==> src/rtl/muldiv_pkg.sv <==
// -----------------------------------------------------------------------------
// muldiv_pkg -- shared definitions for the iterative RV32M multiply/divide unit.
//   XLEN_DEFAULT : default operand/result width
//   op_e         : RV32M funct3 encodings (also used by the instruction decoder)
//   state_e      : sequencer states of muldiv_unit
//   op_is_div / op_signed_a / op_signed_b : operand interpretation helpers
// -----------------------------------------------------------------------------
package muldiv_pkg;

  localparam int XLEN_DEFAULT = 32;

  typedef enum logic [2:0] {
    OP_MUL    = 3'b000,
    OP_MULH   = 3'b001,
    OP_MULHSU = 3'b010,
    OP_MULHU  = 3'b011,
    OP_DIV    = 3'b100,
    OP_DIVU   = 3'b101,
    OP_REM    = 3'b110,
    OP_REMU   = 3'b111
  } op_e;

  typedef enum logic [1:0] {
    S_IDLE = 2'd0,
    S_CALC = 2'd1,
    S_DONE = 2'd2
  } state_e;

  // funct3[2] separates the divide group from the multiply group.
  function automatic logic op_is_div(input logic [2:0] op);
    return op[2];
  endfunction

  // rs1 is treated as signed by MULH, MULHSU, DIV and REM.
  function automatic logic op_signed_a(input logic [2:0] op);
    return (op == OP_MULH) || (op == OP_MULHSU) || (op == OP_DIV) || (op == OP_REM);
  endfunction

  // rs2 is treated as signed by MULH, DIV and REM.
  function automatic logic op_signed_b(input logic [2:0] op);
    return (op == OP_MULH) || (op == OP_DIV) || (op == OP_REM);
  endfunction

endpackage

==> src/rtl/muldiv_if.sv <==
// -----------------------------------------------------------------------------
// muldiv_if -- request/response bundle between a pipeline (master) and
// muldiv_unit (slave).
//   start, kill, op, a, b        : master -> slave
//   busy, valid, result, illegal : slave  -> master
// -----------------------------------------------------------------------------
interface muldiv_if
  import muldiv_pkg::*;
#(
  parameter int XLEN = XLEN_DEFAULT
) ();

  logic            start;
  logic            kill;
  logic [2:0]      op;
  logic [XLEN-1:0] a;
  logic [XLEN-1:0] b;
  logic            busy;
  logic            valid;
  logic [XLEN-1:0] result;
  logic            illegal;

  modport master (
    output start, kill, op, a, b,
    input  busy, valid, result, illegal
  );

  modport slave (
    input  start, kill, op, a, b,
    output busy, valid, result, illegal
  );

endinterface

==> src/rtl/muldiv_signfix.sv <==
// -----------------------------------------------------------------------------
// muldiv_signfix -- combinational conditional two's-complement negate.
// Used both to take operand magnitudes and to re-apply the result sign.
//   val : W-bit input value
//   neg : 1 = output the two's complement of val, 0 = pass through
//   res : W-bit output
// -----------------------------------------------------------------------------
module muldiv_signfix #(
  parameter int W = 32
) (
  input  logic [W-1:0] val,
  input  logic         neg,
  output logic [W-1:0] res
);

  assign res = neg ? (W'(0) - val) : val;

endmodule

==> src/rtl/muldiv_unit.sv <==
// -----------------------------------------------------------------------------
// muldiv_unit -- iterative RV32M multiply/divide, one bit per cycle.
//   clk      : clock, all state on the rising edge
//   rst      : asynchronous active-high reset
//   bus      : muldiv_if.slave (start, kill, op, a, b / busy, valid, result,
//              illegal)
//
// Operands are reduced to magnitudes on the accepting edge, XLEN shift-add or
// restoring-divide steps run in CALC, and the sign is re-applied on the edge
// that enters DONE. valid (== DONE) is first sampled XLEN+1 edges after accept.
//
// Build option: define MULDIV_DIV_EN to include the divider. Without it the
// divide ops complete straight to DONE with illegal=1 and result=0.
// -----------------------------------------------------------------------------
module muldiv_unit
  import muldiv_pkg::*;
#(
  parameter int XLEN = XLEN_DEFAULT
) (
  input  logic     clk,
  input  logic     rst,
  muldiv_if.slave  bus
);

  localparam int CNT_W = $clog2(XLEN);

  state_e            state_q, state_d;
  logic              accept;
  logic              last_step;

  logic [CNT_W-1:0]  cnt_q;
  logic [2:0]        op_q;
  logic [XLEN-1:0]   p_hi_q;      // product high half / partial remainder
  logic [XLEN-1:0]   p_lo_q;      // multiplier then product low / dividend then quotient
  logic [XLEN-1:0]   mb_q;        // |b|: multiplicand or divisor
  logic              neg_q;       // result must be negated
`ifdef MULDIV_DIV_EN
  logic              bz_q;        // divisor was zero
`endif

  logic [XLEN-1:0]   result_q;
  logic              illegal_q;

  // ---------------------------------------------------------------------------
  // Input conditioning: magnitudes and result sign, taken from the live bus.
  // ---------------------------------------------------------------------------
  logic              a_sign, b_sign, res_neg;
  logic [XLEN-1:0]   a_mag, b_mag;

  assign a_sign = op_signed_a(bus.op) & bus.a[XLEN-1];
  assign b_sign = op_signed_b(bus.op) & bus.b[XLEN-1];

`ifdef MULDIV_DIV_EN
  // Remainder follows the dividend; products and quotients follow a XOR b.
  assign res_neg = (op_is_div(bus.op) && bus.op[1]) ? a_sign : (a_sign ^ b_sign);
`else
  assign res_neg = a_sign ^ b_sign;
`endif

  muldiv_signfix #(.W(XLEN)) u_fix_a (.val(bus.a), .neg(a_sign), .res(a_mag));
  muldiv_signfix #(.W(XLEN)) u_fix_b (.val(bus.b), .neg(b_sign), .res(b_mag));

  // ---------------------------------------------------------------------------
  // Sequencer
  // ---------------------------------------------------------------------------
  always_ff @(posedge clk or posedge rst) begin
    // NOTE: registers take non-blocking (<=) so every flop samples pre-edge values.
    if (rst) state_q <= S_IDLE;
    else     state_q <= state_d;
  end

  always_comb begin
    // NOTE: every output gets a default first, so no path can infer a latch.
    state_d   = state_q;
    accept    = 1'b0;
    last_step = 1'b0;
    bus.busy  = (state_q != S_IDLE);
    bus.valid = (state_q == S_DONE);

    unique case (state_q)
      S_IDLE: begin
        // kill outranks start: a killed request is never accepted.
        if (bus.start && !bus.kill) begin
          accept = 1'b1;
`ifdef MULDIV_DIV_EN
          state_d = S_CALC;
`else
          state_d = op_is_div(bus.op) ? S_DONE : S_CALC;
`endif
        end
      end
      S_CALC: begin
        if (bus.kill) begin
          state_d = S_IDLE;
        end else if (cnt_q == CNT_W'(XLEN - 1)) begin
          last_step = 1'b1;
          state_d   = S_DONE;
        end
      end
      S_DONE:  state_d = S_IDLE;
      default: state_d = S_IDLE;
    endcase
  end

  // ---------------------------------------------------------------------------
  // One iteration of the shared datapath.
  // ---------------------------------------------------------------------------
  logic [XLEN:0]     mul_sum;
  logic [XLEN-1:0]   step_hi, step_lo;
`ifdef MULDIV_DIV_EN
  logic [XLEN:0]     div_shift;
  logic              div_ge;
  logic [XLEN-1:0]   div_diff;
`endif

  always_comb begin
    // Shift-add: conditionally add |b| into the high half, shift right as a pair.
    mul_sum = {1'b0, p_hi_q} + (p_lo_q[0] ? {1'b0, mb_q} : {(XLEN+1){1'b0}});
    step_hi = mul_sum[XLEN:1];
    step_lo = {mul_sum[0], p_lo_q[XLEN-1:1]};
`ifdef MULDIV_DIV_EN
    // Restoring divide: shift the next dividend bit into the remainder and
    // subtract only if it fits. When it fits the difference is < |b|, so
    // XLEN-bit modular subtraction is exact.
    div_shift = {p_hi_q, p_lo_q[XLEN-1]};
    div_ge    = (div_shift >= {1'b0, mb_q});
    div_diff  = div_shift[XLEN-1:0] - mb_q;
    if (op_is_div(op_q)) begin
      step_hi = div_ge ? div_diff : div_shift[XLEN-1:0];
      step_lo = {p_lo_q[XLEN-2:0], div_ge};
    end
`endif
  end

  // ---------------------------------------------------------------------------
  // Sign fix-up of the value produced by the final iteration.
  // ---------------------------------------------------------------------------
  logic [2*XLEN-1:0] fix_in, fix_out;
  logic [XLEN-1:0]   fin_result;

  always_comb begin
    fix_in = {step_hi, step_lo};
`ifdef MULDIV_DIV_EN
    if (op_is_div(op_q)) fix_in = {{XLEN{1'b0}}, (op_q[1] ? step_hi : step_lo)};
`endif
  end

  muldiv_signfix #(.W(2*XLEN)) u_fix_res (.val(fix_in), .neg(neg_q), .res(fix_out));

  always_comb begin
    fin_result = (op_q == OP_MUL) ? fix_out[XLEN-1:0] : fix_out[2*XLEN-1:XLEN];
`ifdef MULDIV_DIV_EN
    // A zero divisor already yields an all-ones quotient and remainder |a|;
    // only the quotient must bypass the sign fix-up. Signed overflow
    // (most-negative / -1) needs no special case: |a| / 1 re-signed is a.
    if (op_is_div(op_q)) begin
      fin_result = (bz_q && !op_q[1]) ? {XLEN{1'b1}} : fix_out[XLEN-1:0];
    end
`endif
  end

  // ---------------------------------------------------------------------------
  // Working registers
  // ---------------------------------------------------------------------------
  always_ff @(posedge clk) begin
    // NOTE: working registers carry no reset; each is loaded on accept before use.
    if (accept) begin
      p_hi_q <= '0;
      p_lo_q <= a_mag;
      mb_q   <= b_mag;
      op_q   <= bus.op;
      neg_q  <= res_neg;
      cnt_q  <= '0;
`ifdef MULDIV_DIV_EN
      bz_q   <= (bus.b == '0);
`endif
    end else if (state_q == S_CALC) begin
      p_hi_q <= step_hi;
      p_lo_q <= step_lo;
      cnt_q  <= cnt_q + CNT_W'(1);
    end
  end

  // Architecturally visible outputs; unchanged by kill.
  always_ff @(posedge clk or posedge rst) begin
    if (rst) begin
      result_q  <= '0;
      illegal_q <= 1'b0;
    end else if (accept) begin
      // An accept that jumps straight to DONE is an unsupported op.
      illegal_q <= (state_d == S_DONE);
      if (state_d == S_DONE) result_q <= '0;
    end else if (last_step) begin
      result_q  <= fin_result;
    end
  end

  assign bus.result  = result_q;
  assign bus.illegal = illegal_q;

endmodule
==> src/flat_wrapper.sv <==
// flat-port wrapper written by rule: the top's interface ports become plain ports
module muldiv_unit_flat import muldiv_pkg::*;
#(
  parameter int XLEN = XLEN_DEFAULT
)
  (clk, rst, bus_start, bus_kill, bus_op, bus_a, bus_b, bus_busy, bus_valid, bus_result, bus_illegal);
  muldiv_if #(.XLEN(XLEN)) bus_i ();
  input  logic clk;
  input  logic rst;
  input wire logic [$bits(bus_i.start)-1:0] bus_start;
  input wire logic [$bits(bus_i.kill)-1:0] bus_kill;
  input wire logic [$bits(bus_i.op)-1:0] bus_op;
  input wire logic [$bits(bus_i.a)-1:0] bus_a;
  input wire logic [$bits(bus_i.b)-1:0] bus_b;
  output wire logic [$bits(bus_i.busy)-1:0] bus_busy;
  output wire logic [$bits(bus_i.valid)-1:0] bus_valid;
  output wire logic [$bits(bus_i.result)-1:0] bus_result;
  output wire logic [$bits(bus_i.illegal)-1:0] bus_illegal;
  assign bus_i.start = bus_start;
  assign bus_i.kill = bus_kill;
  assign bus_i.op = bus_op;
  assign bus_i.a = bus_a;
  assign bus_i.b = bus_b;
  assign bus_busy = bus_i.busy;
  assign bus_valid = bus_i.valid;
  assign bus_result = bus_i.result;
  assign bus_illegal = bus_i.illegal;
  muldiv_unit #(.XLEN(XLEN)) u_core (.clk(clk), .rst(rst), .bus(bus_i));
endmodule
==> config.mk <==
export PLATFORM = sky130hd
export DESIGN_NAME = muldiv_unit_flat
export DESIGN_NICKNAME = d
export VERILOG_FILES = /design/src/rtl/muldiv_pkg.sv /design/src/rtl/muldiv_if.sv /design/src/rtl/muldiv_signfix.sv /design/src/rtl/muldiv_unit.sv /design/src/flat_wrapper.sv
export SDC_FILE = /design/constraint.sdc
export NUM_CORES = 1
export LEC_CHECK = 0
export ABC_CLOCK_PERIOD_IN_PS = 11400
export BUFFER_PORTS_ARGS = -buffer_cell sky130_fd_sc_hd__clkbuf_2
export CAP_MARGIN = 20
export CORE_ASPECT_RATIO = 1.2
export CORE_MARGIN = 5
export CORE_UTILIZATION = 55
export CTS_BUF_LIST = sky130_fd_sc_hd__clkbuf_2
export DETAILED_ROUTE_END_ITERATION = 7
export PLACE_DENSITY = 0.75
export SLEW_MARGIN = 25
export SYNTH_ARGS = -nofsm -noshare
export SYNTH_HDL_FRONTEND = slang
export SYNTH_HIERARCHICAL = 1
export SYNTH_SLANG_ARGS = --single-unit
export TNS_END_PERCENT = 50
==> constraint.sdc <==
create_clock -name clk -period 11.4 [get_ports clk]
set_clock_uncertainty 0.15 [all_clocks]
set_input_delay 1.14 -clock clk [delete_from_list [all_inputs] [get_ports clk]]
set_output_delay 1.14 -clock clk [all_outputs]
set_load 0.02 [all_outputs]
* After elaboration in Yosys (flattened, before gate mapping) *
Index checks and enable logic that the tools add are counted.

storage, ports and cells
  register bits = 140
  input port bits = 71
  logic and storage cells = 59

cells by class
  add/subtract/negate cells = 5
  eq/ne operators = 9
  multiplexer cells = 20
  bitwise operators = 3
  reduce and logical (&&, ||, !) cells = 13

operators with widths
  kind                   number
  $mux 32                9
  $mux 64                1
  $sub 1x32->32 const A  2
  $sub 1x64->64 const A  1
  $add 32x33->33         1
  $mux 2                 4
  $eq 3x3->1 const B     2
  $reduce_bool 2->1      3
  $add 5x1->5 const B    1
  $eq 5x5->1 const B     1
  $logic_or 1x1->1       5
  $mux 1                 5
  $eq 2x2->1 const B     2
  $pmux 2 s2             1
  $eq 3x1->1 const B     1
  $eq 3x2->1 const B     1
  $logic_not 3->1        1
  $and 1x1->1            2
  $eq 2x1->1 const B     1
  $logic_not 2->1        1
  $ne 2x2->1 const B     1
  $reduce_and 2->1       1
  $logic_and 1x1->1      1
  $logic_not 1->1        1
  $xor 1x1->1            1

* Logic depth before layout (Yosys ltp) *
  depth after elaboration = 7
  mapped depth = 18
  depth with buffers taken out = 17

* Hierarchy *
The synthesis kept the hierarchy.

by module, submodules not included
  module                                instances  cells each  area each (µm²)
  muldiv_unit                           1          699         7,494.7
  muldiv_signfix at u_core.u_fix_a ...  2          108         767.0
  muldiv_signfix at u_core.u_fix_res    1          198         1,453.9

* Worst setup path before layout *
OpenSTA, ideal clock, no wires.

  kind = flip-flop to flip-flop
  start = register u_core.p_lo_q[0]
  end = register u_core.result_q[31] (netlist: u_core/bus.result[31])
  library setup time = 0.095 ns
  data arrival time = 4.530 ns
  required time = 11.155 ns
  slack = 6.625 ns
  cell stages (with the launch flop) = 17
  clock period less this slack = 4.775 ns
  path through = edfxtp_1 > clkbuf_1 > and2_1 > ha_1 > fa_1 > a211oi_1 > o21ai_1 > a21o_1 > a21oi_1 > xnor2_1 > or4_4 > or4_4 > or4_4 > o41ai_2 > xnor2_1 > mux2i_1 > o31ai_1

between the ends
  longest elaborated chain between the ends = 7

ends and longest elaborated chain
  what                    RTL line              text
  from (decl)             muldiv_unit.sv:34     logic [XLEN-1:0] p_lo_q;
  from (signal assigned)  muldiv_unit.sv:169    p_lo_q <= a_mag;
  from (signal assigned)  muldiv_unit.sv:179    p_lo_q <= step_lo;
  $mux 32                 muldiv_unit.sv:118    mul_sum = {1'b0, p_hi_q} + (p_lo_q[0] ? {1'b0, mb_q} : {(XLEN+1){1'b0}});
  $add 32x33->33          muldiv_unit.sv:118
  via u_core.mul_sum[8]   muldiv_unit.sv:108    logic [XLEN:0] mul_sum;
  $sub 1x64->64           muldiv_signfix.sv:16  assign res = neg ? (W'(0) - val) : val;
  $mux 64                 muldiv_signfix.sv:16
  via u_core.fix_out[63]  muldiv_unit.sv:138    logic [2*XLEN-1:0] fix_in, fix_out;
  $mux 32                 muldiv_unit.sv:151    fin_result = (op_q == OP_MUL) ? fix_out[XLEN-1:0] : fix_out[2*XLEN-1:XLEN];
  $mux 32                 muldiv_unit.sv:193    end else if (last_step) begin
  $mux 32                 muldiv_unit.sv:189    end else if (accept) begin
  to (signal assigned)    muldiv_unit.sv:194    result_q <= fin_result;
  to (decl)               muldiv_unit.sv:41     logic [XLEN-1:0] result_q;

The timed path passes the listed nets, and every way through them passes these cells. The select of a mux whose other input is x is not followed.
A chain may end at the register's enable or synchronous reset.

* Worst setup path in the final report *
  start = register u_core.p_lo_q[0]
  end = register u_core.result_q[26] (netlist: u_core/bus.result[26])

The elaborated chain is that of the path after synthesis.

==> run summary <==
RR Startpoint: u_core/p_lo_q[0]
Class of the worst hold path: input pin to async pin
Required time of the critical path: 11890 ps
Later-pin clock latency in the skew report: 730 ps
DIE AREA: 21930 µm²
Avg Synthesized Cell Area: 9.418 µm²
Sequential share of the synthesized area: 0.3490
Pin count of the biggest net entering global routing: 71
Final Hold Viols: 0
Fraction of layout instances using a drive strength above 1: 0.1858
Fmax achieved: 0.1872 GHz
Number of setup buffers added after CTS: 0
Weighted congestion at the end of routability-driven global placement: 0.8674
Worst hold margin: 296.0 ps
Ratio of final minimum period to clock period: 0.4685
Setup slack, reg-to-reg: 6060 ps
Depth of the worst register-to-register path: 17
Post-detailed-route DRC marker count: 0
Nets: 1291
Synth Register Bits: 140
Pre-CTS setup slack: 6058 ps
Least-Margin Pin Slew: 972.3 ps
Critical path class: flop to flop
PwrDens: 157.4 nW/µm²
Post-route worst setup slack: 6059 ps
Area of combinational cells with multiple inputs: 6481 µm²
Floorplan die width: 136.0 µm
CTS tree: done
Clock input transition at the sequential cells of the worst setup and hold paths: 210 ps
Synth Warn #: 6
WL/cell: 17.47 µm
Critical Path Sink Type: flop
Iteration count of the initial detailed-routing pass: 6
Post-layout min period: 5341 ps
Post-detailed-placement half-perimeter wirelength: 19.03 mm
Top FF cell, synth: edfxtp_1
Leakage: 4.218 nW
Peak supply drop: 63.90 µV
CP arrival: 5830 ps
Sink Count: 140
Initial antenna violation count: 1
Capturing element of the worst setup path: u_core/bus.result[26]
Setup repair after global routing missed its margin: no
Layout overhead on the synthesized area: 8.427%
Count of cells resized by post-cts repair: 0
Global-route wire length before repair: 41.17 mm
Count of hold buffers inserted by post-cts repair: 0
Chip Height: 161.2 µm
Net count of the mapped netlist: 1222
IO buf count: 105
Post-synth EDFFs: 68
Final setup violating endpoints: 0
Crit-path max FO: 32
Routed WL: 25.36 mm
Worst R2R End: u_core/bus.result[26]
IO Pins: 106
Core Rows: 55
Total routing usage reported by global routing: 0.2314
Total power: 0.001789 W
Setup tns final: 0 ps
Number of pins exceeding their max-slew limit in the final report: 0
Number of distinct standard cells referenced by the synthesized netlist: 74
Outcome: finished, final reports clean
Final core area utilization: 0.6050
H-tree depth reported by CTS: 4
Critical Path Source Type: flop
Synthesized instance count: 1113
FILL cells: 1655
Number of CTS-inserted buffers: 17
Starting DRT DRC Count: 733
Max_cap viols: 0
Post-synthesis instance area: 10480 µm²
Final ANT Viol Nets: 0
Critical Path Start: u_core/p_lo_q[0]
Core region area: 18790 µm²
Clock Path Buffers: 2
Initial core utilization: 0.5580
Register Area: 3659 µm²
Proportion of synthesized flip-flops having asynchronous set or reset: 0.2500
Via density per instance: 6.022
Clock tree root driver cell: clkbuf_2
Vias in the first global route: 8414
Routed via count: 8744
Final global-route overflow total: 0
Worst relative slew slack: 0.3427
[critical path, cell delays in order, from the launching register on]
cell	delay, ps
edfxtp_1	710
and2_1	260
ha_1	220
fa_1	430
a211oi_1	320
o21ai_1	170
nand3_1	220
a21oi_1	120
o21ai_0	240
and3_1	210
nor2_1	70
or4_1	520
or3_1	410
or3_1	420
o41ai_1	330
xnor2_1	170
mux2i_1	90
o31ai_1	210
[worst min path at each step]
stage / slack [ps] / cells after the start / endpoint
2_1_floorplan: 280 / 2 / u_core/p_hi_q[17]
3_3_place_gp: 290 / 2 / u_core/p_hi_q[12]
3_5_place_dp: 300 / 2 / u_core/p_hi_q[12]
4_1_cts: 240 / 3 / u_core/bus.result[16]
5_1_grt: 280 / 3 / u_core/bus.result[10]
6_report: 300 / 3 / u_core/bus.result[15]
[metrics by stage]
step	cells	instance area, µm²
6_report	1452	11370
5_1_grt	1452	11370
4_1_cts	1451	11350
3_5_place_dp	1419	11150
3_3_place_gp	1419	11150
2_1_floorplan	1113	10480
[Yosys cell counts, drive strengths merged (6+ instances only)]
cell | instances | area [µm²]
o41ai | 40 | 402.9
inv | 28 | 105.1
nand2 | 108 | 405.4
mux2i | 34 | 340.3
o21ai | 55 | 275.3
buf | 19 | 113.9
or3 | 20 | 127.6
mux2 | 33 | 371.6
edfxtp | 68 | 2042
ha | 37 | 462.9
xor2 | 9 | 78.83
xnor2 | 138 | 1209
nor2 | 46 | 172.7
nand3 | 18 | 95.09
a21o | 11 | 82.58
nand4 | 11 | 68.82
o211ai | 7 | 52.55
or2 | 7 | 43.79
nand3b | 6 | 45.04
dfrtp | 35 | 875.8
nand2b | 13 | 81.33
o31ai | 74 | 569.3
nor4 | 15 | 100.1
a22o | 17 | 148.9
dfxtp | 37 | 740.7
nor3 | 11 | 55.05
a21oi | 40 | 215.2
or4 | 26 | 221.5
and2 | 33 | 206.5
nor2b | 8 | 50.05
clkbuf | 46 | 172.7
[registers in the layout (all words and copies together), names as in the netlist, 2 cells and up]
| register | flops |
|---|---|
| u_core/bus.result | 32 |
| u_core/mb_q | 32 |
| u_core/p_hi_q | 32 |
| u_core/p_lo_q | 32 |
| u_core/cnt_q | 5 |
| u_core/op_q | 3 |
| u_core/state_q | 2 |
[cells in the final DEF, fill, tap and decap left out, drive strengths merged, types with 4 or more instances in the layout]
master,netlist,layout
a211oi,5,5
a21o,11,11
a21oi,40,40
a22o,17,17
a31oi,4,4
and2,33,33
and3,4,4
buf,19,10
clkbuf,46,125
clkinv,0,5
dfrtp,35,35
dfxtp,37,37
edfxtp,68,68
ha,37,37
inv,28,31
mux2,33,33
mux2i,34,34
nand2,108,108
nand2b,13,13
nand3,18,18
nand3b,6,6
nand4,11,11
nor2,46,46
nor2b,8,8
nor3,11,11
nor4,15,15
o211ai,7,7
o21a,5,5
o21ai,55,55
o21bai,5,5
o2bb2ai,4,4
o311ai,4,4
o31ai,74,74
o41ai,40,40
or2,7,7
or3,20,20
or4,26,26
xnor2,138,138
xor2,9,9
[routing by layer]
metal	routed length, µm	global-route usage	up-vias
li1	-	-	4320
met1	11160	0.2946	4135
met3	1168	0.03271	42
met4	641	0.09120	0
met5	0	0	-
met2	12390	0.3950	247
[report_power, final]
part           switching [W]  internal, W  leakage, nW
clock               0.000182    0.0000795        0.128
sequential         0.0000744     0.000640         1.39
combinational       0.000493     0.000320         2.70
total               0.000749      0.00104         4.22
[layout make-up]
type	instances	share of cell area
clock inverters	12	0.008587
inverters	28	0.009247
well taps	256	0.02818
repair buffers	115	0.05284
flip-flops and latches	140	0.3219
multi-input cells	880	0.5702
clock buffers	20	0.008807
diodes	1	0.0002202
[kinds of logic after synthesis]
| logic type | synth area share |
|---|---|
| and+or+nand+nor | 0.1730 |
| AOI/OAI and AO/OA | 0.2039 |
| muxes | 0.06792 |
| buffers and inverters | 0.03736 |
| adders and majority gates | 0.04607 |
| xor gates and xnor gates | 0.1228 |
| DFF | 0.3490 |
Note: power is estimated with default switching activity, not from simulation.
